## src/rtl/ifft_sdf_bf_stage_if.sv

```systemverilog
// Complex sample stream into and out of one SDF butterfly stage.
// The stage binds the slave modport; its upstream driver binds the master modport.
interface ifft_sdf_bf_stage_if #(
    parameter int REAL_WIDTH = 18,
    parameter int IMGN_WIDTH = 18
);
    localparam int CPLX_WIDTH = REAL_WIDTH + IMGN_WIDTH;

    logic                  i_valid;
    logic                  i_sop;
    logic [CPLX_WIDTH-1:0] i_data;
    logic                  o_valid;
    logic                  o_sop;
    logic [CPLX_WIDTH-1:0] o_data;

    modport master (
        output i_valid, i_sop, i_data,
        input  o_valid, o_sop, o_data
    );

    modport slave (
        input  i_valid, i_sop, i_data,
        output o_valid, o_sop, o_data
    );
endinterface

```

## src/rtl/ifft_sdf_bf_stage.sv

```systemverilog
// Radix-2 single-path delay-feedback butterfly stage: sums leave at once,
// differences are recirculated through the delay line and leave one frame later.
module ifft_sdf_bf_stage #(
    parameter int REAL_WIDTH = 18,
    parameter int IMGN_WIDTH = 18,
    parameter int DEPTH      = 8,
    parameter int SCALE      = 1
) (
    input  logic                 clk,
    input  logic                 rst,
    ifft_sdf_bf_stage_if.slave   bf
);
    localparam int CPLX_WIDTH = REAL_WIDTH + IMGN_WIDTH;
    localparam int CNT_W      = $clog2(2 * DEPTH);
    localparam logic [CNT_W-1:0] IDX_MID  = CNT_W'(DEPTH);
    localparam logic [CNT_W-1:0] IDX_LAST = CNT_W'(2 * DEPTH - 1);

    // SCALE=1 rounds half up and always fits; SCALE=0 wraps the extra bit away.
    function automatic logic signed [REAL_WIDTH-1:0] fin_re(input logic signed [REAL_WIDTH:0] x);
        if (SCALE != 0)
            fin_re = REAL_WIDTH'((x + $signed((REAL_WIDTH+1)'(1))) >>> 1);
        else
            fin_re = REAL_WIDTH'(x);
    endfunction

    function automatic logic signed [IMGN_WIDTH-1:0] fin_im(input logic signed [IMGN_WIDTH:0] x);
        if (SCALE != 0)
            fin_im = IMGN_WIDTH'((x + $signed((IMGN_WIDTH+1)'(1))) >>> 1);
        else
            fin_im = IMGN_WIDTH'(x);
    endfunction

    logic [CNT_W-1:0]      cnt;
    logic                  primed;
    logic [CPLX_WIDTH-1:0] dly [DEPTH];

    logic [CNT_W-1:0]             idx;
    logic                         phase_b;
    logic                         misalign;
    logic                         primed_eff;
    logic [CPLX_WIDTH-1:0]        head;
    logic [CPLX_WIDTH-1:0]        sum_c;
    logic [CPLX_WIDTH-1:0]        diff_c;
    logic [CPLX_WIDTH-1:0]        push_c;
    logic signed [REAL_WIDTH-1:0] a_re, b_re;
    logic signed [IMGN_WIDTH-1:0] a_im, b_im;
    logic signed [REAL_WIDTH:0]   s_re, d_re;
    logic signed [IMGN_WIDTH:0]   s_im, d_im;

    always_comb begin
        idx        = bf.i_sop ? '0 : cnt;
        phase_b    = idx[CNT_W-1];
        misalign   = bf.i_sop && (cnt != '0);
        // A misaligned frame start discards the differences still in flight.
        primed_eff = primed && !misalign;
        head       = dly[DEPTH-1];

        a_re = head[CPLX_WIDTH-1:IMGN_WIDTH];
        a_im = head[IMGN_WIDTH-1:0];
        b_re = bf.i_data[CPLX_WIDTH-1:IMGN_WIDTH];
        b_im = bf.i_data[IMGN_WIDTH-1:0];

        s_re = {a_re[REAL_WIDTH-1], a_re} + {b_re[REAL_WIDTH-1], b_re};
        d_re = {a_re[REAL_WIDTH-1], a_re} - {b_re[REAL_WIDTH-1], b_re};
        s_im = {a_im[IMGN_WIDTH-1], a_im} + {b_im[IMGN_WIDTH-1], b_im};
        d_im = {a_im[IMGN_WIDTH-1], a_im} - {b_im[IMGN_WIDTH-1], b_im};

        sum_c  = {fin_re(s_re), fin_im(s_im)};
        diff_c = {fin_re(d_re), fin_im(d_im)};
        push_c = phase_b ? diff_c : bf.i_data;
    end

    always_ff @(posedge clk or posedge rst) begin
        if (rst) begin
            cnt        <= '0;
            primed     <= 1'b0;
            for (int i = 0; i < DEPTH; i++)
                dly[i] <= '0;
            bf.o_valid <= 1'b0;
            bf.o_sop   <= 1'b0;
            bf.o_data  <= '0;
        end else begin
            bf.o_valid <= 1'b0;
            bf.o_sop   <= 1'b0;
            if (bf.i_valid) begin
                cnt <= idx + 1'b1;
                if (misalign)
                    primed <= 1'b0;
                else if (idx == IDX_LAST)
                    primed <= 1'b1;

                dly[0] <= push_c;
                for (int i = 1; i < DEPTH; i++)
                    dly[i] <= dly[i-1];

                if (phase_b) begin
                    bf.o_valid <= 1'b1;
                    bf.o_sop   <= (idx == IDX_MID);
                    bf.o_data  <= sum_c;
                end else if (primed_eff) begin
                    bf.o_valid <= 1'b1;
                    bf.o_data  <= head;
                end
            end
        end
    end
endmodule

```

## src/flat_wrapper.sv

```systemverilog
// flat-port wrapper written by rule: the top's interface ports become plain ports
module ifft_sdf_bf_stage_flat 
#(
    parameter int REAL_WIDTH = 18,
    parameter int IMGN_WIDTH = 18,
    parameter int DEPTH      = 8,
    parameter int SCALE      = 1
)
  (clk, rst, bf_i_valid, bf_i_sop, bf_i_data, bf_o_valid, bf_o_sop, bf_o_data);
  ifft_sdf_bf_stage_if #(.REAL_WIDTH(REAL_WIDTH), .IMGN_WIDTH(IMGN_WIDTH)) bf_i ();
  input  logic clk;
  input  logic rst;
  input wire logic [$bits(bf_i.i_valid)-1:0] bf_i_valid;
  input wire logic [$bits(bf_i.i_sop)-1:0] bf_i_sop;
  input wire logic [$bits(bf_i.i_data)-1:0] bf_i_data;
  output wire logic [$bits(bf_i.o_valid)-1:0] bf_o_valid;
  output wire logic [$bits(bf_i.o_sop)-1:0] bf_o_sop;
  output wire logic [$bits(bf_i.o_data)-1:0] bf_o_data;
  assign bf_i.i_valid = bf_i_valid;
  assign bf_i.i_sop = bf_i_sop;
  assign bf_i.i_data = bf_i_data;
  assign bf_o_valid = bf_i.o_valid;
  assign bf_o_sop = bf_i.o_sop;
  assign bf_o_data = bf_i.o_data;
  ifft_sdf_bf_stage #(.REAL_WIDTH(REAL_WIDTH), .IMGN_WIDTH(IMGN_WIDTH), .DEPTH(DEPTH), .SCALE(SCALE)) u_core (.clk(clk), .rst(rst), .bf(bf_i));
endmodule
```

## config.mk

```make
export PLATFORM = sky130hd
export DESIGN_NAME = ifft_sdf_bf_stage_flat
export DESIGN_NICKNAME = d
export VERILOG_FILES = /design/src/rtl/ifft_sdf_bf_stage_if.sv /design/src/rtl/ifft_sdf_bf_stage.sv /design/src/flat_wrapper.sv
export SDC_FILE = /design/constraint.sdc
export NUM_CORES = 1
export LEC_CHECK = 0
export BUFFER_PORTS_ARGS = -buffer_cell sky130_fd_sc_hd__buf_4
export CAP_MARGIN = 10
export CORE_ASPECT_RATIO = 1.2
export CORE_MARGIN = 5
export CORE_UTILIZATION = 36
export CTS_CLUSTER_SIZE = 40
export DETAILED_ROUTE_END_ITERATION = 8
export PLACE_DENSITY_LB_ADDON = 0.08
export SLEW_MARGIN = 20
export SYNTH_ARGS = -nofsm -noshare
export SYNTH_HDL_FRONTEND = slang
export SYNTH_SLANG_ARGS = --single-unit
```

## constraint.sdc

```tcl
create_clock -name clk -period 31.2 [get_ports clk]
set_clock_uncertainty 0.1 [all_clocks]
set_input_delay 4.68 -clock clk [delete_from_list [all_inputs] [get_ports clk]]
set_output_delay 4.68 -clock clk [all_outputs]
set_load 0.02 [all_outputs]
```

==> flow_summary_export.csv, run 1 <==
group,metric,value,unit
power,p_leak,0.00840,uW
power,power.density,97.9,nW/um2
critical_path,end_kind,"flip-flop",
logic_synthesis,ys_types,69,
global_routing,grt_max_degree,137,
logic_synthesis,synth-main-ff-cell,"dfrtp_1",
logic_synthesis,synth_area_leaders,"dfrtp_1 (50%), mux2_2 (17%), ha_1 (7.8%)",
critical_path,startpoint_type,"input pin",
route,drtIter0Drc,574,
placement,hpwl,24.9,mm
critical_path,slowest_delay,0.87,ns
die,initial_core_util,36.3,%
logic_synthesis,synth_area,16600,um2
layout,antenna_cells,0,
clock_tree,cts_buffers,39,
layout,multi_input_area,7820,um2
power,ir_drop,0.0447,mV
layout,finish.utilization,41.8,%
layout,drive_gt1_share,27.0,%
clock_tree,path_clk_slew,0.06,ns
placement,place_area,17800,um2
power,p_total,1870,uW
logic_synthesis,synthAdderAreaFrac,8.31,%
die,fp.dieH,245,um
layout,nets,1663,
timing,fin_crit_sh,22.9,%
die,io_pins,78,
critical_path,crit_chain,"buf_8 -> buf_4 -> buf_4 -> o211ai_1 -> o21ai_0 -> o41ai_1 -> a41o_1",
logic_synthesis,synth-compound-area-share,11.3,%
logic_synthesis,postSynthAreaPerCell,11.5,um2
route,first_pass_iters,5,
critical_path,cp.arrival,7.49,ns
clock_tree,clk_latency,0.56,ns
die,design.die.area,50600,um2
global_routing,track_usage,14.8,%
route,via_count,10800,
timing,rsz0062_at_grt,"no",
logic_synthesis,ys_ff_latch,331,
min_path,hp-class,"reg -> reg",
placement,gp_congestion,0.810,
logic_synthesis,yosys.area_share.xor_xnor,2.58,%
critical_path,slowest_stage,"buf_4",
critical_path,cp.required,31.54,ns
global_routing,antenna_found_initial,0,
logic_synthesis,mappedNetlistNets,1598,
layout,area_growth,15.1,%
logic_synthesis,ys_seq_area_share,49.8,%
clock_tree,cts.sink_count,331,
clock_tree,cts_resized,0,
route,drc,0,
global_routing,grt_pass1_wl,60.4,mm
logic_synthesis,synthArstFlopShare,100,%
layout,regArea,8280,um2
placement,portBuffers,77,
logic_synthesis,synth_mux_area_share,17.3,%
clock_tree,cts_buffer_depth,3,
clock_tree,cts_hold_buf,0,
route,drt-wirelength-per-cell,17.1,um
timing,min_period,7.15,ns
clock_tree,cts.htree.levels,2,
timing,hold_slack,0.379,ns
logic_synthesis,synth_top_area_cell,"dfrtp_1",
logic_synthesis,synthSimpleGateAreaFrac,7.51,%
layout,nFillCells,4491,
global_routing,gr-total-overflow,0,
layout,fin_area,19100,um2
status,outcome,"complete, no violations",
route,wl,36.9,mm
die,die_w,206,um
flow_run,drv_cap,0,
timing,drv_slew,0,
logic_synthesis,synth_top_area_share,49.8,%
timing,worst_slew_pin_slew,1.06,ns
global_routing,grt_pass1_vias,11000,
critical_path,worst-path-buf-inv,3,
timing,fmax,140,MHz
critical_path,cp_max_fo,85,
logic_synthesis,synth_top_family_by_area,"multiplexers",
clock_tree,cts_tree,"built",
die,num_rows,86,
logic_synthesis,yosysWarnings,0,
timing,finalHoldViolations,0,
logic_synthesis,syn_inst,1450,
clock_tree,root_buffer,"clkbuf_16",
die,fp.coreArea,45800,um2
logic_synthesis,synth_edf_count,0,
critical_path,crit_family,"buffers and inverters",
timing,relSlewSlack,29.3,%
clock_tree,cts_setup_buffers,0,
timing,fin_setup_tns,0,ns
route,final_antenna_net_count,0,
timing,setup_viol,0,
critical_path,cpMostUsedCell,"buf_4",
route,via_per_inst,4.99,
critical_path,crit_type,"in -> reg",
[layer usage]
metal / GRT usage, % / up-vias / share of wire [%]
met5: 0 / - / 0
met4: 3.84 / 0 / 2.0
met3: 3.03 / 51 / 4.2
met2: 23.1 / 160 / 46
met1: 21.2 / 5331 / 48
li1: - / 5243 / -
[cells in the mapped netlist (4+ instances only)]
cell type,instances
o21ai_1,6
xnor2_1,34
a31oi_1,21
nor2b_1,12
xor2_1,15
nand2b_1,12
o22ai_1,7
nand3_1,17
dfrtp_1,331
and3_1,7
inv_1,76
o221ai_1,4
nor3_1,20
nand2_1,70
nand3b_1,4
o21ai_0,75
a211oi_1,7
or3_1,6
mux2i_1,5
mux2_2,251
o31ai_1,12
nor4_1,4
o21bai_1,9
clkbuf_1,58
nor2_1,95
or2_2,4
o211ai_1,5
ha_1,104
o21a_1,7
a21oi_1,97
fa_1,4
a21o_1,19
[power by group]
group          internal [uW]  leakage [uW]  total [uW]  switching (uW)
Combinational            341       0.00392         723             382
Sequential               584       0.00384         688             104
Clock                    282      0.000639         462             180
[final cells by class]
type                       instances  share of cell area (%)
tap                              616                    4.03
multi-input combinational        979                    40.9
clock buffer                      59                    6.08
sequential                       331                    43.3
clock inverter                    11                   0.732
timing repair buffer              87                    3.45
inverter                          77                    1.55
[state kept, by name (all words and copies together) (netlist names)]
register,count
u_core.dly,252
u_core.primed,1
u_core.head,36
u_core.bf.o_data,36
u_core.bf.o_valid,1
u_core.bf.o_sop,1
u_core.cnt,4
[through the flow]
| step | cells | setup slack (ns) |
|---|---|---|
| CTS | 2160 | 23.96 |
| global route | 2160 | 23.71 |
| detailed placement | 2090 | 23.36 |
| finish | 2160 | 24.05 |
| floorplan | 1450 | 17.25 |
| global placement | 2090 | 23.29 |
[kinds of logic (layout without fill, tap and decap cells)]
logic type                 after synthesis  count (layout)
DFF                                    331             331
AOI/OAI and AO/OA                      298             298
and+or+nand+nor                        268             268
muxes                                  256             256
buffers and inverters                  140             234
adders and majority gates              108             108
xor gates and xnor gates                49              49
[cell usage in the layout, fill, tap and decap left out, types with 7 or more instances in the layout]
master and instances:
ha_1 104, inv_1 75, clkbuf_1 11, o21ai_0 75, mux2_2 251, nand2_1 70, and3_1 7, a21o_1 19
nand3_1 17, buf_4 86, nor2b_1 11, clkbuf_8 7, xor2_1 15, nor3_1 20, nand2b_1 11, clkbuf_16 41
o21a_1 7, nor2_1 95, o31ai_1 12, a211oi_1 7, dfrtp_1 331, xnor2_1 34, o22ai_1 7, a31oi_1 21
o21bai_1 9, a21oi_1 97
[path summary, 6_finish.rpt]
check                                 from               to  slack, ns  cells after the start
setup / recovery                bf_i_valid  u_core.dly[268]      24.05                      7
hold / removal             u_core.dly[277]  u_core.dly[277]       0.38                      1
setup reg to reg            u_core.head[1]  u_core.dly[268]      27.91                     14
hold reg to reg            u_core.dly[277]  u_core.dly[277]       0.38                      1
max in group asynchronous              rst  u_core.dly[100]      25.24                      3
min in group asynchronous              rst  u_core.dly[196]       4.24                      2
No activity file was read; power rests on OpenSTA's default activity.
==> run 2: changes to the inputs <==
Clock period 31.2 ns to 6 ns, I/O delays scaled along.
==> flow_summary_export.csv, run 2 (synthesis results as in run 1) <==
group,metric,value,unit
status,outcome,"complete, no violations",
die,design.die.area,50600,um2
clock_tree,cts_tree,"built",
layout,area_growth,15.0,%
timing,fin_crit_sh,53.2,%
clock_tree,cts_hold_buf,0,
route,drc,0,
timing,drv_slew,0,
timing,relSlewSlack,38.2,%
layout,drive_gt1_share,27.3,%
power,sw_frac_of_total,36.1,%
layout,largest_reg_flops,252,
placement,portBuffers,77,
power,p_comb_share,39.4,%
global_routing,grt_pass1_wl,60.4,mm
global_routing,track_usage,14.8,%
route,drtIter0Drc,482,
critical_path,slowest_delay,0.41,ns
flow_run,drv_cap,0,
route,first_pass_iters,4,
global_routing,grt_pass1_vias,10900,
critical_path,crit_type,"reg -> reg",
power,seqPwrFrac,36.6,%
layout,antenna_cells,0,
route,final_antenna_net_count,0,
clock_tree,root_buffer,"clkbuf_16",
global_routing,grt_max_degree,120,
die,initial_core_util,36.3,%
timing,fin_setup_tns,0,ns
critical_path,cp.required,6.35,ns
timing,setup_viol,0,
route,wl,37.2,mm
critical_path,end_kind,"flip-flop",
critical_path,crit_family,"compound AO/OA/AOI/OAI gates",
global_routing,antenna_found_initial,0,
die,io_pins,78,
power,internal_power,6190,uW
min_path,hp-class,"in -> async",
critical_path,cp.arrival,3.54,ns
route,drt-wirelength-per-cell,17.2,um
clock_tree,cts_buffer_depth,3,
critical_path,crit_chain,"inv_1 -> ha_1 -> inv_1 -> ha_1 -> inv_1 -> fa_1 -> nor2b_1 -> o21a_1 -> o21ai_1 -> a21oi_1 -> a31o_2 -> o31ai_1 -> o41ai_1 -> a41o_1",
global_routing,gr-total-overflow,0,
placement,hpwl,25.2,mm
critical_path,startpoint_type,"flip-flop",
layout,nets,1665,
clock_tree,path_clk_slew,0.06,ns
layout,finish.utilization,41.7,%
die,fp.dieH,245,um
clock_tree,cts_buffers,38,
power,ir_drop,0.251,mV
power,p_leak,0.00838,uW
clock_tree,cts_setup_buffers,0,
clock_tree,cts.sink_count,331,
placement,gp_congestion,0.808,
layout,largest-register,"u_core.dly",
die,num_rows,86,
layout,final_common_cell,"dfrtp_1",
timing,finalHoldViolations,0,
clock_tree,cts_resized,0,
clock_tree,cts.htree.levels,2,
layout,nFillCells,4414,
timing,worst_slew_pin_slew,0.927,ns
timing,rsz0062_at_grt,"no",
die,die_w,206,um
route,via_per_inst,5.01,
die,fp.coreArea,45800,um2
clock_tree,clk_latency,0.56,ns
layout,final_cell_mix,"dfrtp_1 (331), mux2_2 (251), ha_1 (104), a21oi_1 (97), nor2_1 (95)",
critical_path,cpMostUsedCell,"inv_1",
route,via_count,10800,
power,power.density,507,nW/um2
critical_path,slowest_stage,"dfrtp_1",
power,clkPwrFrac,24.0,%
critical_path,worst-path-buf-inv,3,
timing,fmax,313,MHz
timing,min_period,3.19,ns
critical_path,cp_max_fo,4,
power,p_sw,3500,uW
## run 2: cell types whose count changed in the layout (fill, tap and decap cells not counted), moves of 2 or more
cell        before  now
clkbuf_1        11    9
clkbuf_16       41   38
clkbuf_8         7    5
clkinv_2         5    9
clkinvlp_4       1    3
inv_6            0    2
## run 2: layout make-up
| cell class | count | area (um2) | area share [%] |
|---|---|---|---|
| clock buffers | 52 | 1050 | 5.51 |
| clock inverters | 18 | 193 | 1.01 |
| inverters | 77 | 293 | 1.53 |
| multi-input cells | 979 | 7820 | 40.9 |
| flip-flops and latches | 331 | 8280 | 43.3 |
| well taps | 616 | 771 | 4.03 |
| repair buffers | 90 | 699 | 3.66 |
## run 2: per-layer routing
metal  vias up  track usage, %  part of all wire (%)
met5         -               0                     0
met1      5368            21.5                    49
li1       5259               -                     -
met3        49            3.14                   4.2
met2       157            22.6                    45
met4         0            3.90                   2.1
## run 2: path summary, 6_finish.rpt
| check | startpoint | depth (start not counted) | slack (ns) | end |
|---|---|---|---|---|
| worst max-delay path | u_core.head[1] | 14 | 2.81 | u_core.dly[268] |
| worst max register to register | u_core.head[1] | 14 | 2.81 | u_core.dly[268] |
| max in group asynchronous | rst | 4 | 4.15 | u_core.dly[157] |
| worst min register to register | u_core.bf.o_data[9] | 2 | 0.38 | u_core.bf.o_data[9] |
| worst min-delay path | rst | 2 | 0.22 | u_core.dly[105] |
| min in group clk | u_core.bf.o_data[9] | 2 | 0.38 | u_core.bf.o_data[9] |
## run 2: stage by stage
step                worst slack [ns]  cell area, um2  total power (uW)  hold WS [ns]  cells
finish                          2.81           19100              9680         0.224   2163
global route                    2.57           19100             10400         0.225   2163
CTS                             2.80           19100              9840         0.200   2163
detailed placement              2.27           17900              7420         0.370   2093
global placement                2.34           17900              7400         0.359   2093
floorplan                      0.579           16600              6330         0.346   1450
## run 2: power groups by stage
stage / combinational (uW) / clock [uW] / sequential (uW)
after global placement: 3820 / 0 / 3580
after global routing: 4260 / 2510 / 3660
final: 3820 / 2330 / 3540
after floorplan: 2790 / 0 / 3540
after detailed placement: 3830 / 0 / 3600
after CTS: 3860 / 2420 / 3560
==> run 3: changes to the inputs <==
Clock period 6 ns to 2.78 ns, I/O delays scaled along.
==> flow_summary_export.csv, run 3 (synthesis results as in run 1) <==
group,metric,value,unit
status,outcome,"complete, no violations",
timing,setup_viol,0,
critical_path,crit_type,"reg -> reg",
clock_tree,cts.htree.levels,2,
die,design.die.area,50600,um2
critical_path,end_kind,"flip-flop",
min_path,min_to,"u_core.dly[267]",
die,fp.coreArea,45800,um2
global_routing,track_usage,15.8,%
die,io_pins,78,
clock_tree,cts_buffers,38,
layout,layout.cells.non_filler,2332,
layout,area_growth,26.6,%
placement,portBuffers,77,
route,final_antenna_net_count,0,
die,num_rows,86,
critical_path,reg2reg_to,"u_core.dly[266]",
clock_tree,path_clk_slew,0.06,ns
die,initial_core_util,36.3,%
timing,worst_slew_pin_slew,0.710,ns
global_routing,grt_pass1_wl,64.8,mm
die,die_w,206,um
global_routing,grt_pass1_vias,11600,
timing,drv_slew,0,
critical_path,timing.rr.start,"u_core.head[1]",
layout,largest_reg_flops,252,
critical_path,cp.arrival,3.07,ns
timing,min_period,2.75,ns
clock_tree,cts.sink_count,331,
critical_path,r2r_setup_slack,0.03,ns
critical_path,startpoint_type,"flip-flop",
min_path,min_path_cells,3,
route,drt-wirelength-per-cell,17.0,um
placement,hpwl,28.2,mm
timing,fin_crit_sh,99.0,%
power,ir_drop,0.435,mV
min_path,hp-class,"in -> reg",
flow_run,drv_cap,0,
layout,drive_gt1_share,38.4,%
clock_tree,cts_buffer_depth,3,
route,drc,0,
power,p_leak,0.00929,uW
clock_tree,clk_latency,0.52,ns
timing,relSlewSlack,52.7,%
placement,gp_congestion,0.811,
route,first_pass_iters,5,
clock_tree,cts_tree,"built",
critical_path,cp.required,3.10,ns
timing,rsz0062_at_grt,"yes",
route,wl,39.7,mm
global_routing,grt_max_degree,78,
layout,largest-register,"u_core.dly",
layout,final_cell_mix,"dfrtp_1 (330), mux2_2 (251), buf_4 (247), nor2_1 (94), ha_1 (90)",
critical_path,r2r_cells,14,
timing,finalHoldViolations,0,
timing,fmax,363,MHz
timing,fin_setup_tns,0,ns
route,via_count,11500,
power,power.density,1110,nW/um2
die,fp.dieH,245,um
critical_path,cp_max_fo,3,
global_routing,gr-total-overflow,0,
clock_tree,root_buffer,"clkbuf_16",
layout,nets,1837,
layout,antenna_cells,0,
route,drtIter0Drc,573,
placement,numPlacedInstances,2254,
global_routing,antenna_found_initial,0,
layout,final_common_cell,"dfrtp_1",
route,via_per_inst,4.92,
min_path,hp-start,"bf_i_data[15]",
[run 3: changes by cell type in the layout (fill, tap and decap cells not counted), moves of 5 or more]
cell / before / now
a21oi_1: 97 / 89
a21oi_2: 0 / 8
a31oi_1: 21 / 14
buf_12: 1 / 10
buf_4: 87 / 247
ha_1: 104 / 90
ha_4: 0 / 13
o21ai_0: 75 / 67
o21ai_1: 6 / 11
o31ai_1: 12 / 7
[run 3: cell type report]
type	count	area [um2]
inverter	77	295
clock buffer	55	1120
clock inverter	12	105
tap	616	771
multi-input combinational	979	8360
sequential	331	8280
timing repair buffer	262	2110
fill	4341	24800
[run 3: where the power goes]
part           total, uW  internal [uW]  switching (uW)
clock               4860           2890            1970
sequential          7660           6550            1100
combinational      10800           5600            5200
[run 3: worst max path at each step]
stage,start,to,slack (ns),depth (start not counted)
floorplan,rst,u_core.bf.o_data[0],-2.16,1
global placement,bf_i_data[27],u_core.dly[286],-0.35,12
detailed placement,bf_i_data[19],u_core.dly[286],-0.42,13
CTS,u_core.head[1],u_core.dly[268],-0.03,15
global route,u_core.head[1],u_core.dly[266],-0.12,14
finish,u_core.head[1],u_core.dly[266],0.03,14
[run 3: what timing repair did]
| action | in CTS | in global routing |
|---|---|---|
| hold buffers | 2 | 0 |
| endpoints found under the setup margin | 23 | 31 |
| hold endpoints to repair | 6 | 0 |
| pin swaps | 18 | 38 |
| resized for setup | 30 | 67 |
| buffers inserted | 4 | 7 |
[run 3: layer usage]
layer  vias up  wire length, um  share of wire, %  GRT usage (%)
met5         -                0                 0              0
met4         0              744               1.9           3.60
met3        48             1430               3.6           2.43
met2       141            17500                44           23.9
met1      5651            20000                50           24.0
li1       5630                -                 -              -
[run 3: worst max-delay path: stages, from the launching register on]
cell     delay (ns)
dfrtp_1        0.39
inv_2          0.08
ha_4           0.20
inv_4          0.06
ha_4           0.13
inv_2          0.04
fa_2           0.39
nor2b_2        0.14
o21a_1         0.16
o21ai_2        0.08
a221o_1        0.33
a21oi_2        0.16
xnor2_1        0.13
a21oi_1        0.08
a21o_1         0.16
[run 3: per-stage QoR]
stage / hold slack, ns / setup slack (ns) / util, % / cell area, um2 / total power (uW)
finish: 0.0697 / 0.0287 / 45.9 / 21000 / 23300
detailed placement: 0.361 / -0.424 / 41.9 / 19200 / 17600
global placement: 0.363 / -0.346 / 41.9 / 19200 / 17500
floorplan: 0.346 / -2.16 / - / 16600 / 13700
CTS: 0.0424 / -0.0264 / 44.9 / 20600 / 22900
global route: 0.0646 / -0.116 / 45.9 / 21000 / 25100
